===== config.mk =====
export PLATFORM = sky130hd
export DESIGN_NAME = adc_fill_sequencer
export DESIGN_NICKNAME = d
export VERILOG_FILES = /design/src/rtl/adc_fill_sequencer_pkg.sv /design/src/rtl/adc_fill_sequencer_sync_edge_det.sv /design/src/rtl/adc_fill_sequencer.sv
export SDC_FILE = /design/constraint.sdc
export NUM_CORES = 1
export LEC_CHECK = 0
export BUFFER_PORTS_ARGS = -buffer_cell sky130_fd_sc_hd__buf_2
export CAP_MARGIN = 30
export CORE_ASPECT_RATIO = 1.1
export CORE_MARGIN = 1.5
export CORE_UTILIZATION = 41
export DETAILED_ROUTE_END_ITERATION = 10
export GPL_TIMING_DRIVEN = 1
export PLACE_DENSITY_LB_ADDON = 0.15
export SLEW_MARGIN = 25
export SYNTH_ARGS = -nofsm -noshare
export SYNTH_HDL_FRONTEND = slang
export SYNTH_HIERARCHICAL = 1
export SYNTH_SLANG_ARGS = --single-unit

===== constraint.sdc =====
create_clock -name clk -period 4.5 [get_ports clk]
set_clock_uncertainty 0.2 [all_clocks]
set_input_delay 0.45 -clock clk [delete_from_list [all_inputs] [get_ports clk]]
set_output_delay 0.45 -clock clk [all_outputs]
set_load 0.01 [all_outputs]

===== src/rtl/adc_fill_sequencer_pkg.sv =====
// adc_fill_sequencer_pkg: shared state encoding and width defaults for the fill sequencer.
package adc_fill_sequencer_pkg;
   localparam int LEN_W_DEF   = 23;
   localparam int HOLD_W_DEF  = 16;
   localparam int TRIG_LOST_W = 16;
   typedef enum logic [2:0] {IDLE, ARMED, ACQ, DONE, HOLDOFF} state_e;
endpackage


===== src/rtl/adc_fill_sequencer_sync_edge_det.sv =====
// sync_edge_det: two-flop synchronizer plus registered rising-edge detector for async levels.
module sync_edge_det (
   input  logic clk,
   input  logic rst_n,
   input  logic async_i,
   output logic rise_o
);
   logic [1:0] sync_q;
   logic       dly_q;
   logic       rise_q;
   always_ff @(posedge clk) begin
      if (!rst_n) begin
         sync_q <= '0;
         dly_q  <= 1'b0;
         rise_q <= 1'b0;
      end else begin
         sync_q <= {sync_q[0], async_i};
         dly_q  <= sync_q[1];
         rise_q <= sync_q[1] & ~dly_q;
      end
   end
   assign rise_o = rise_q;
endmodule


===== src/rtl/adc_fill_sequencer.sv =====
// adc_fill_sequencer: turns an async fill trigger into a gated acquisition window,
// one end-of-fill strobe and a post-fill holdoff, counting rejected trigger edges.
module adc_fill_sequencer
   import adc_fill_sequencer_pkg::*;
#(
   parameter int LEN_W  = LEN_W_DEF,
   parameter int HOLD_W = HOLD_W_DEF,
   parameter int LOST_W = TRIG_LOST_W
) (
   input  logic              clk,
   input  logic              rst_n,
   input  logic              trig_i,
   input  logic              arm_i,
   input  logic [LEN_W-1:0]  fill_len_i,
   input  logic [HOLD_W-1:0] holdoff_len_i,
   output logic              acq_en_o,
   output logic [LEN_W-1:0]  sample_idx_o,
   output logic              fill_done_o,
   output logic              busy_o,
   output logic [LOST_W-1:0] trig_lost_o
);
   state_e            state_q, state_d;
   logic [LEN_W-1:0]  len_q, len_d, idx_q, idx_d;
   logic [HOLD_W-1:0] hold_q, hold_d, hcnt_q, hcnt_d;
   logic [LOST_W-1:0] lost_q, lost_d;
   logic              acq_q, acq_d, done_q, done_d, busy_q, busy_d;
   logic              rise, accept, acq_last, hold_last;

   sync_edge_det u_trig (
      .clk    (clk),
      .rst_n  (rst_n),
      .async_i(trig_i),
      .rise_o (rise)
   );

   assign accept    = (state_q == ARMED) && arm_i && rise;
   assign acq_last  = idx_q == len_q - LEN_W'(1);
   assign hold_last = hcnt_q == hold_q - HOLD_W'(1);

   always_ff @(posedge clk) begin
      if (!rst_n) state_q <= IDLE;
      else        state_q <= state_d;
   end

   always_comb begin
      state_d = state_q;
      case (state_q)
         IDLE:    state_d = arm_i ? ARMED : IDLE;
         ARMED:   state_d = !arm_i ? IDLE : !rise ? ARMED : (fill_len_i == '0) ? DONE : ACQ;
         ACQ:     state_d = acq_last ? DONE : ACQ;
         DONE:    state_d = (hold_q != '0) ? HOLDOFF : arm_i ? ARMED : IDLE;
         HOLDOFF: state_d = !hold_last ? HOLDOFF : arm_i ? ARMED : IDLE;
         default: state_d = IDLE;
      endcase
   end

   // Outputs decode the next state so they come straight out of flops.
   always_comb begin
      acq_d  = state_d == ACQ;
      done_d = state_d == DONE;
      busy_d = (state_d == ACQ) || (state_d == DONE) || (state_d == HOLDOFF);
   end

   always_comb begin
      len_d  = accept ? fill_len_i : len_q;
      hold_d = accept ? holdoff_len_i : hold_q;
      idx_d  = accept ? '0 : (state_q == ACQ && !acq_last) ? idx_q + LEN_W'(1) : idx_q;
      hcnt_d = (state_q == DONE) ? '0 : (state_q == HOLDOFF) ? hcnt_q + HOLD_W'(1) : hcnt_q;
      lost_d = (rise && !accept && lost_q != '1) ? lost_q + LOST_W'(1) : lost_q;
   end

   always_ff @(posedge clk) begin
      if (!rst_n) begin
         len_q  <= '0;
         hold_q <= '0;
         idx_q  <= '0;
         hcnt_q <= '0;
         lost_q <= '0;
         acq_q  <= 1'b0;
         done_q <= 1'b0;
         busy_q <= 1'b0;
      end else begin
         len_q  <= len_d;
         hold_q <= hold_d;
         idx_q  <= idx_d;
         hcnt_q <= hcnt_d;
         lost_q <= lost_d;
         acq_q  <= acq_d;
         done_q <= done_d;
         busy_q <= busy_d;
      end
   end

   assign acq_en_o     = acq_q;
   assign sample_idx_o = idx_q;
   assign fill_done_o  = done_q;
   assign busy_o       = busy_q;
   assign trig_lost_o  = lost_q;
endmodule


==> results_dict.tcl <==
set metrics [dict create \
    finalHoldViolCount 0 \
    nNetsFinal 830 \
    max_slew_margin_pct 44.6 \
    cts_resized 0 \
    cts_setup_buffers 0 \
    rrSetupSlack_ns 0.88 \
    period_minus_slack_ns 3.62 \
    max_freq_mhz 276 \
    num_rows 45 \
    end_kind "register" \
    tightest_slew_ns 0.829 \
    ys_types 63 \
    numPortBuffers 84 \
    root_buffer "clkbuf_16" \
    clockBufferDepth 2 \
    postSynthCellCount 721 \
    gp_congestion 0.870 \
    route.vias.total 5362 \
    power.leakage_uw 0.00245 \
    drt_first_pass_iters 4 \
    status "completed" \
    finalSetupViolations 0 \
    cp.required_ns 4.56 \
    pwr-share-comb_pct 4.1 \
    ys_seq_area_share_pct 36.4 \
    placed_area_um2 6210 \
    ys_ff_latch 104 \
    min_path_type "in -> reg" \
    grt_pass1_vias 4968 \
    grt_usage_pct 20.6 \
    die_h_um 127 \
    vias_per_cell 5.49 \
    route.detailed.wl_per_inst_um 15.1 \
    start_util_pct 41.8 \
    cts_made_buffers 9 \
    grt_setup_unrepaired "no" \
    nFillCells 1393 \
    grt_pass1_wl_um 23900 \
    switching_share_pct 22.2 \
    clkPwrFrac_pct 45.9 \
    cpMostUsedCell "or4_1" \
    final_cell_area_um2 6540 \
    synth.avg_cell_area_um2 7.93 \
    grt_max_degree 46 \
    cts_max_level 3 \
    die_x_um 116 \
    core_area_um2 13700 \
    grt_overflow 0 \
    cts_tree "done" \
    critPathSlowestCell "or4_1" \
    switchingPower_uw 412 \
    cap_violations 0 \
    critPathLaunchType "register" \
    finalMaxSlewViolations 0 \
    path_class "reg -> reg" \
    synth_edf_count 0 \
    crit_chain "or4_1 > or4b_4 > nor3_2 > mux2i_1 > a22oi_1 > and4_1 > buf_4 > or4_1 > a21oi_1" \
    power.internal_uw 1450 \
    fin_crit_sh_pct 80.5 \
    drive_gt1_share_pct 15.9 \
    fin_util_pct 47.8 \
    path_max_fanout 44 \
    cts_hold_buf 0 \
    arrival_ns 3.68 \
    synth_flop_cell "dfxtp_1" \
    antenna_found_initial 1 \
    cts_sinks 104 \
    p_per_area_nw_per_um2 284 \
    hpwlAfterDp_um 11000 \
    area_delta_synth_final_pct 14.4 \
    clk_pin_slew_ns 0.07 \
    syn_nets 769 \
    fin_tns_setup_ns 0 \
    ant_nets 0 \
    fin_ws_ns 0.879 \
    clk_latency_ns 0.35 \
    seqPwrFrac_pct 49.9 \
    peakVddDrop_mv 0.189 \
    crit_path_max_incr_delay_ns 0.72 \
    io_pins 85 \
    timing.critical_path.buf_inv 1 \
    synthArstFlopShare_pct 0 \
    dieArea_um2 14700 \
    totalWireLength_um 14700 \
    drtIter0Drc 277 \
    place_ws_ns 0.883 \
    syn_area_um2 5720 \
    ys_warn_count 6 \
    drc 0 \
    path_delay_family "simple AND/OR/NAND/NOR gates" \
]
[routing by layer]
metal  GRT usage [%]  share of wire [%]  vias to the layer above
met5               0                  0                        -
met4            9.95                3.5                        0
met3            3.82                4.0                       32
met2            35.1                 50                      104
met1            24.8                 42                     2538
li1                -                  -                     2688
[layout make-up]
class / instances / area [um^2] / share of cell area [%]
antenna: 1 / 2.50 / 0.0383
clock buffer: 10 / 229 / 3.50
inverter: 17 / 63.8 / 0.976
timing repair buffer: 90 / 465 / 7.12
tap: 188 / 235 / 3.60
sequential: 104 / 2080 / 31.8
multi-input combinational: 560 / 3370 / 51.5
clock inverter: 6 / 91.3 / 1.40
[per-stage QoR]
stage	total power (uW)	hold WS, ns	std cells
after floorplan	991	0.220	721
after global placement	1020	0.222	959
after detailed placement	1030	0.227	959
after CTS	1880	0.110	975
after global routing	1920	0.115	975
final	1860	0.120	976
[cells by family (layout without fill, tap and decap cells)]
| group | count (synthesis) | after routing | synth area share (%) |
|---|---|---|---|
| other | 0 | 1 | 0 |
| flip-flops | 104 | 104 | 36.4 |
| AO/OA/AOI/OAI | 149 | 149 | 15.8 |
| adder cells (fa/ha/maj) | 5 | 5 | 1.09 |
| AND/OR/NAND/NOR | 334 | 334 | 30.8 |
| multiplexers | 9 | 9 | 1.60 |
| buffers and inverters | 57 | 123 | 4.64 |
| XOR/XNOR | 63 | 63 | 9.65 |
[final timing paths]
check                              start                       endpoint  cells past startpoint
min                               trig_i    u_trig/sync_q[0]$_SDFF_PN0_                      2
min reg2reg  u_trig/sync_q[0]$_SDFF_PN0_    u_trig/sync_q[1]$_SDFF_PN0_                      1
max reg2reg        len_q[5]$_SDFFE_PN0P_  sample_idx_o[15]$_SDFFE_PP0P_                      9
max                len_q[5]$_SDFFE_PN0P_  sample_idx_o[15]$_SDFFE_PP0P_                      9
[cells in the mapped netlist, types with 6 or more instances]
cell / count / area share (%)
nand4_1: 18 / 2.0
xnor2_1: 34 / 5.2
clkbuf_1: 30 / 2.0
or3_1: 25 / 2.7
and3_1: 9 / 0.99
nand2_1: 119 / 7.8
nor2_1: 46 / 3.0
nand3_1: 17 / 1.5
inv_1: 17 / 1.1
o31ai_1: 12 / 1.6
or4_1: 17 / 2.2
nor3_1: 12 / 1.1
dfxtp_1: 104 / 36
xor2_1: 29 / 4.4
o21ai_1: 9 / 0.79
nor2b_1: 7 / 0.77
a31oi_1: 7 / 0.77
nand3b_1: 6 / 0.79
o21ai_0: 19 / 1.7
nor3b_1: 6 / 0.79
a21oi_1: 73 / 6.4
mux2i_1: 8 / 1.4
nor4_1: 13 / 1.4
[power by group through the flow]
stage / sequential (uW) / combinational (uW) / clock, uW
2_1_floorplan: 947 / 43.6 / 0
3_3_place_gp: 949 / 76.0 / 0
3_5_place_dp: 949 / 77.3 / 0
4_1_cts: 927 / 77.7 / 870
5_1_grt: 928 / 85.4 / 909
6_report: 927 / 77.0 / 854
[flip-flops by register name, indices dropped and copies added (netlist names), 2 cells and up]
signal         count
len_q             23
sample_idx_o      23
hcnt_q            16
hold_q            16
trig_lost_o       16
state_q            3
u_trig/sync_q      2
[placed cells by master, fill, tap and decap left out, types with 13 or more instances in the layout]
master   Yosys  routed
xor2_1      29      29
inv_1       17      16
nand4_1     18      18
or3_1       25      25
a21oi_1     73      73
nand2_1    119     119
nor2_1      46      46
nor4_1      13      13
dfxtp_1    104     104
or4_1       17      17
buf_2        4      84
xnor2_1     34      34
o21ai_0     19      19
nand3_1     17      17
No activity file was read; power rests on OpenSTA's default activity.
